### src/rtl/vscpu_core.sv
// vscpu_core: multi-cycle memory-to-memory CPU core with req/ack RAM port, halt detection and retired-instruction counter
// Ports: clk, rst (synchronous, active-high)
//        mem_req/mem_we/mem_addr/mem_wdata out, mem_rdata/mem_ack in; an access completes on a clk edge with mem_req & mem_ack
//        pc (current PC), halted (core stopped), instret (retired instruction count)
module vscpu_core #(
    parameter int ADDR_W = 14,
    parameter int DATA_W = 32,
    parameter int CNT_W  = 32
) (
    input  logic              clk,
    input  logic              rst,
    output logic              mem_req,
    output logic              mem_we,
    output logic [ADDR_W-1:0] mem_addr,
    output logic [DATA_W-1:0] mem_wdata,
    input  logic [DATA_W-1:0] mem_rdata,
    input  logic              mem_ack,
    output logic [ADDR_W-1:0] pc,
    output logic              halted,
    output logic [CNT_W-1:0]  instret
);
    localparam int N  = ADDR_W;
    localparam int IW = 2 * N + 4;
    localparam logic [DATA_W-1:0] DW = DATA_W'(DATA_W);
    localparam logic [2:0] S_FETCH = 3'd0, S_RD_A = 3'd1, S_RD_B = 3'd2, S_RD_I = 3'd3, S_WR = 3'd4, S_HALT = 3'd5;

    logic [2:0]        state_q, state_d;
    logic              req_q, req_d, we_q, we_d, halted_q, halted_d, retire;
    logic [N-1:0]      addr_q, addr_d, pc_q, pc_d, npc;
    logic [DATA_W-1:0] wdata_q, wdata_d, r1_q, r1_d;
    logic [CNT_W-1:0]  instret_q, instret_d;
    logic [IW-1:0]     ins_q, ins_d;

    logic [3:0]        op, op_f;
    logic [N-1:0]      a, b, a_f, b_f;
    logic [DATA_W-1:0] bz, bz_f;

    // *_f fields decode the word arriving during FETCH; the others decode the latched instruction
    assign op_f = mem_rdata[2*N+3:2*N];
    assign a_f  = mem_rdata[2*N-1:N];
    assign b_f  = mem_rdata[N-1:0];
    assign bz_f = DATA_W'(b_f);
    assign op   = ins_q[2*N+3:2*N];
    assign a    = ins_q[2*N-1:N];
    assign b    = ins_q[N-1:0];
    assign bz   = DATA_W'(b);

    // op[3:1] selects the ALU function for ops 0-7 and 14-15; shifts past DATA_W fall out as 0
    function automatic logic [DATA_W-1:0] alu(input logic [3:0] o, input logic [DATA_W-1:0] x, input logic [DATA_W-1:0] y);
        return o[3:1] == 3'd0 ? x + y :
               o[3:1] == 3'd1 ? ~(x & y) :
               o[3:1] == 3'd2 ? (y < DW ? x >> y : x << (y - DW)) :
               o[3:1] == 3'd3 ? DATA_W'(x < y) :
               x * y;
    endfunction

    // The next access is set up on the same edge that acks the current one, so zero-wait memories stream back-to-back
    always_comb begin
        state_d   = state_q;
        req_d     = req_q;
        we_d      = we_q;
        addr_d    = addr_q;
        wdata_d   = wdata_q;
        pc_d      = pc_q;
        halted_d  = halted_q;
        instret_d = instret_q;
        ins_d     = ins_q;
        r1_d      = r1_q;
        retire    = 1'b0;
        npc       = pc_q + 1'b1;
        if (!req_q) begin
            if (state_q == S_FETCH) begin
                req_d  = 1'b1;
                we_d   = 1'b0;
                addr_d = pc_q;
            end
        end else if (mem_ack) begin
            case (state_q)
                S_FETCH: begin
                    ins_d = mem_rdata[IW-1:0];
                    if (op_f == 4'd9) begin
                        state_d = S_WR;
                        we_d    = 1'b1;
                        addr_d  = a_f;
                        wdata_d = bz_f;
                    end else begin
                        state_d = (op_f == 4'd8 || op_f == 4'd10) ? S_RD_B : S_RD_A;
                        addr_d  = (op_f == 4'd8 || op_f == 4'd10) ? b_f : a_f;
                    end
                end
                S_RD_A: begin
                    r1_d = mem_rdata;
                    if (op == 4'd13) begin
                        retire = 1'b1;
                        npc    = mem_rdata[N-1:0] + b;
                    end else if (op[0] && op != 4'd11) begin
                        state_d = S_WR;
                        we_d    = 1'b1;
                        addr_d  = a;
                        wdata_d = alu(op, mem_rdata, bz);
                    end else begin
                        state_d = S_RD_B;
                        addr_d  = b;
                    end
                end
                S_RD_B: begin
                    if (op == 4'd10) begin
                        state_d = S_RD_I;
                        addr_d  = mem_rdata[N-1:0];
                    end else if (op == 4'd12) begin
                        retire = 1'b1;
                        npc    = mem_rdata == '0 ? r1_q[N-1:0] : pc_q + 1'b1;
                    end else begin
                        state_d = S_WR;
                        we_d    = 1'b1;
                        addr_d  = op == 4'd11 ? r1_q[N-1:0] : a;
                        wdata_d = (op == 4'd8 || op == 4'd11) ? mem_rdata : alu(op, r1_q, mem_rdata);
                    end
                end
                S_RD_I: begin
                    state_d = S_WR;
                    we_d    = 1'b1;
                    addr_d  = a;
                    wdata_d = mem_rdata;
                end
                default: retire = 1'b1;
            endcase
            // Only a branch can produce npc == pc, so this is the halt test
            if (retire) begin
                pc_d      = npc;
                instret_d = instret_q + 1'b1;
                we_d      = 1'b0;
                addr_d    = npc;
                state_d   = npc == pc_q ? S_HALT : S_FETCH;
                req_d     = npc != pc_q;
                halted_d  = npc == pc_q;
            end
        end
    end

    always_ff @(posedge clk) begin
        if (rst) begin
            state_q   <= S_FETCH;
            req_q     <= 1'b0;
            we_q      <= 1'b0;
            addr_q    <= '0;
            wdata_q   <= '0;
            pc_q      <= '0;
            halted_q  <= 1'b0;
            instret_q <= '0;
            ins_q     <= '0;
            r1_q      <= '0;
        end else begin
            state_q   <= state_d;
            req_q     <= req_d;
            we_q      <= we_d;
            addr_q    <= addr_d;
            wdata_q   <= wdata_d;
            pc_q      <= pc_d;
            halted_q  <= halted_d;
            instret_q <= instret_d;
            ins_q     <= ins_d;
            r1_q      <= r1_d;
        end
    end

    assign mem_req   = req_q;
    assign mem_we    = we_q;
    assign mem_addr  = addr_q;
    assign mem_wdata = wdata_q;
    assign pc        = pc_q;
    assign halted    = halted_q;
    assign instret   = instret_q;
endmodule
### config.mk
export PLATFORM = sky130hd
export DESIGN_NAME = vscpu_core
export DESIGN_NICKNAME = d
export VERILOG_FILES = /design/src/rtl/vscpu_core.sv
export SDC_FILE = /design/constraint.sdc
export NUM_CORES = 2
export LEC_CHECK = 0
export BUFFER_PORTS_ARGS = -buffer_cell sky130_fd_sc_hd__buf_2
export CORE_ASPECT_RATIO = 0.9
export CORE_MARGIN = 4
export CORE_UTILIZATION = 38
export DETAILED_ROUTE_END_ITERATION = 16
export GPL_ROUTABILITY_DRIVEN = 0
export PLACE_DENSITY = 0.52
export SLEW_MARGIN = 5
export SYNTH_ARGS = -nofsm -noshare
export SYNTH_HDL_FRONTEND = slang
export SYNTH_SLANG_ARGS = --single-unit
export TNS_END_PERCENT = 50
### constraint.sdc
create_clock -name clk -period 11.8 [get_ports clk]
set_input_delay 1.18 -clock clk [delete_from_list [all_inputs] [get_ports clk]]
set_output_delay 1.18 -clock clk [all_outputs]
set_load 0.005 [all_outputs]
==> impl_summary.txt <==
----------------------------------------------------
[Outcome]
  Result of the run ... complete, no violations

[Finish]
  Area taken by flip-flops and latches ... 3268 um^2
  Area overhead of the layout relative to synthesis ... 5.933%
  Filler cell count in the final layout ... about 12000
  Final nets ... 6640
  Cell area after layout ... 48590 um^2
  Multi-input logic area ... around 38000 um^2
  Fraction of final layout cells sized beyond drive strength 1 ... 8.696%

[Critical path]
  Reg2Reg Capture Point ... mem_wdata[31]
  Crit path cell chain ... buf_2 > buf_4 > nand2_1 > fa_1 > inv_1 > fa_1 > fa_1 > fa_1 > fa_1 > fa_1 > ha_1 > and3_1 > and3_1 > a221oi_1 > a211oi_1 > o221ai_1 > a21oi_1 > nand4_1 > nand2_1 > mux2_2 > o21ai_0 > o211ai_1
  Class of the most critical setup path ... in -> reg
  Buffer and inverter count on the worst path ... 3
  Top cell family by delay on the critical path ... adder cells
  Reg-to-reg critical path startpoint ... ins_q[10]
  Crit path max fanout ... 24
  Category of the worst setup path launch point ... input pin
  R2r worst-path depth ... 22
  CP Capture Type ... flip-flop
  Worst setup slack for register-to-register paths ... approximately 3.0 ns
  WP data arrival ... 9.45 ns
  Critical Path Most Common Cell ... sky130_fd_sc_hd__fa_1
  Slowest cell delay on critical path ... 0.70 ns
  Worst path required time ... 12.17 ns
  Standard cell with the maximum stage delay on the critical path ... sky130_fd_sc_hd__a211oi_1

[Placement]
  Post-DP HPWL ... around 160000 um
  Count of port buffers added during placement ... 129
  Dpl cell area ... 47970 um^2

[Detailed routing]
  Remaining design rule violation count ... 0
  Via count ... 44930
  Via count normalized by instance count ... 6.194
  Routed wire length ... roughly 220000 um
  DRT Pass-1 Iters ... 9
  Number of violations reported at the end of detailed-routing iteration 0 ... 6353
  Average wire length per cell after detail routing ... 29.95 um
  Antenna-violating nets left ... 0

[Global route]
  Maximum number of pins on one net before global-route repair ... 72
  First-pass GRT wire length ... 313600 um
  Overall global routing resource usage ... 33.83%
  Via count of the first global-routing pass ... 43800
  Remaining Overflow, GRT ... 0
  Initial antenna violation count ... 12

[CTS]
  Cell chosen for the clock root ... sky130_fd_sc_hd__clkbuf_16
  Clock latency at the later pin of the worst-skew pair ... 0.55 ns
  Register clock-pin slew on the reported worst setup and hold paths ... about 0.08 ns
  Setup Fix Bufs, Post-CTS ... 0
  Hold buffer count at cts ... 0
  Number of H-tree branching levels ... 4
  Clock net sink count ... 162
  CTS resizes ... 0
  CTS Buf Count ... 17
  TritonCTS clock tree ... yes
  Clock tree buffer depth ... 2

[Timing]
  Slew at the pin closest to its max-slew limit ... 1.324 ns
  Final min period ... 9.073 ns
  Clock skew ... roughly 0.038 ns
  Total count of hold-check failures in the final report ... 0
  Max-slew violation total from the final report ... 0
  RSZ-0062 raised after global routing ... no
  Relative max-transition margin ... 11.72%
  Final setup violation count ... 0
  Period utilisation layout ... 76.89%
  Accumulated negative setup slack ... 0 ns
  Max Fclk ... between 100 and 150 MHz

[Worst hold path]
  Hold endpoint ... ins_q[17]
  Number of stages on the worst hold path ... 2
  Classification of the worst-slack hold path ... reg -> reg
  Launch instance of the worst min-delay path ... ins_q[17]

[Floorplanning]
  Std-Cell Rows ... 120
  Initial standard-cell utilization of the core ... 38.43%
  Die height ... 337.6 um
  Die X-Extent ... 374.2 um
  IO Pins ... 130
  Area of the placeable core ... between 100000 and 150000 um^2
  Total Die Area ... 126300 um^2

[Logic synthesis]
  Seq/Total Area, Yosys ... 7.070%
  Synth top area share ... 29.77%
  Post-Syn Nets ... 6801
  Cell type with the largest total area after synthesis ... sky130_fd_sc_hd__fa_1
  Yosys warning count ... 0
  Mean post-synth cell area ... about 7.9 um^2
  Async SR Flop Fraction ... 0%
  Post-Syn Area ... 45870 um^2
  Synthesized instance count ... 5806
  Cell types with the largest area share after synthesis ... sky130_fd_sc_hd__fa_1 (30%), sky130_fd_sc_hd__ha_1 (7.6%), sky130_fd_sc_hd__dfxtp_1 (7.1%), sky130_fd_sc_hd__nand2_1 (6.5%), sky130_fd_sc_hd__inv_1 (5.6%)
  Yosys reg bits ... 162
  Count of flip-flops with a built-in enable after synthesis ... 0
  Leading register cell type out of synthesis ... sky130_fd_sc_hd__dfxtp_1
  Number of unique standard cell types used by synthesis ... 87

[Power]
  Maximum vdd ir drop ... 136.2 uV
  Total power divided by cell area ... 63.08 nW/um^2
  Static leakage power ... 21.26 nW
  Total power of the final layout ... just over 0.003 W

[Job]
  Count of maximum capacitance violations ... 0

----------------------------------------------------
==> metrics by stage <==
stage	utilization (%)	setup WS, ns	hold WS (ns)	cells
4_1_cts	40.68	2.707	0.4590	7244
5_1_grt	40.69	2.516	0.4731	7244
3_5_place_dp	40.19	2.269	0.4476	7212
2_1_floorplan	-	2.380	0.4362	5806
6_report	40.71	2.727	0.4583	7253
3_3_place_gp	40.17	2.296	0.4431	7211
==> cells by family after synthesis <==
group | Yosys count | share of synthesized area, %
simple gates | 2015 | 19.89
buf+inv | 1168 | 9.645
compound gates | 1079 | 15.04
fa+ha+maj | 960 | 37.35
xor+xnor | 221 | 4.220
mux | 201 | 6.781
flops | 162 | 7.070
==> worst max path at each step <==
stage	start	endpoint	slack [ns]	cells past startpoint
final	mem_rdata[9]	mem_wdata[30]	2.73	22
after detailed placement	mem_rdata[7]	mem_wdata[28]	2.27	26
after CTS	r1_q[6]	mem_wdata[28]	2.71	26
after global placement	mem_rdata[4]	mem_wdata[28]	2.30	24
after global routing	mem_rdata[4]	mem_wdata[28]	2.52	27
after floorplan	mem_rdata[2]	mem_wdata[28]	2.38	31
==> routing by layer <==
metal | GRT usage [%] | share of wire (%)
met1 | 46.58 | 41
met2 | 47.27 | 40
met3 | 11.54 | 14
met4 | 16.41 | 6.1
met5 | 0.3396 | 0.053
==> tightest hold or removal path: stages (launching register included) <==
cell and delay, ns:
sky130_fd_sc_hd__dfxtp_1 0.32, sky130_fd_sc_hd__nand2_1 0.05, sky130_fd_sc_hd__a21oi_1 0.05
==> state kept, by name, indices dropped and copies added, names as in the netlist <==
name,count
pc,14
r1_q,32
mem_we,1
halted,1
mem_req,1
mem_wdata,32
ins_q,32
mem_addr,14
state_q,3
instret,32
==> layout make-up <==
type | instances | area share (%)
Sequential cell | 162 | 6.726
Inverter | 712 | 5.500
Timing Repair Buffer | 276 | 3.672
Clock buffer | 18 | 0.8832
Tap cell | 1586 | 4.084
Antenna cell | 9 | 0.04635
Clock inverter | 14 | 0.3322
Multi-Input combinational cell | 4476 | 78.76
==> Yosys cell counts, types with 78 or more instances <==
cell / count
sky130_fd_sc_hd__clkbuf_1: 376
sky130_fd_sc_hd__mux2i_1: 88
sky130_fd_sc_hd__nor3_1: 82
sky130_fd_sc_hd__a21oi_1: 342
sky130_fd_sc_hd__fa_1: 682
sky130_fd_sc_hd__ha_1: 278
sky130_fd_sc_hd__dfxtp_1: 162
sky130_fd_sc_hd__mux4_2: 85
sky130_fd_sc_hd__nand2_1: 789
sky130_fd_sc_hd__nor2_1: 566
sky130_fd_sc_hd__inv_1: 687
sky130_fd_sc_hd__and2_1: 262
sky130_fd_sc_hd__o21ai_0: 225
sky130_fd_sc_hd__nand3_1: 78
sky130_fd_sc_hd__xnor2_1: 151
==> layout by cell type (no fill, tap or decap), types with 78 or more instances in the layout <==
master,count
sky130_fd_sc_hd__nand2_1,788
sky130_fd_sc_hd__inv_1,685
sky130_fd_sc_hd__fa_1,682
sky130_fd_sc_hd__nor2_1,560
sky130_fd_sc_hd__a21oi_1,342
sky130_fd_sc_hd__ha_1,278
sky130_fd_sc_hd__and2_1,262
sky130_fd_sc_hd__o21ai_0,225
sky130_fd_sc_hd__xnor2_1,151
sky130_fd_sc_hd__buf_4,150
sky130_fd_sc_hd__dfxtp_1,148
sky130_fd_sc_hd__buf_2,123
sky130_fd_sc_hd__mux2i_1,88
sky130_fd_sc_hd__mux4_2,85
sky130_fd_sc_hd__nor3_1,82
sky130_fd_sc_hd__nand3_1,78
==> report_power, final <==
group	switching [W]	total [W]	internal, W	leakage, nW
clock network	0.000353	0.000656	0.000303	0.290
logic	0.00121	0.00180	0.000588	19.6
registers	0.0000444	0.000610	0.000566	1.32
(Power assumes the default switching activity.)
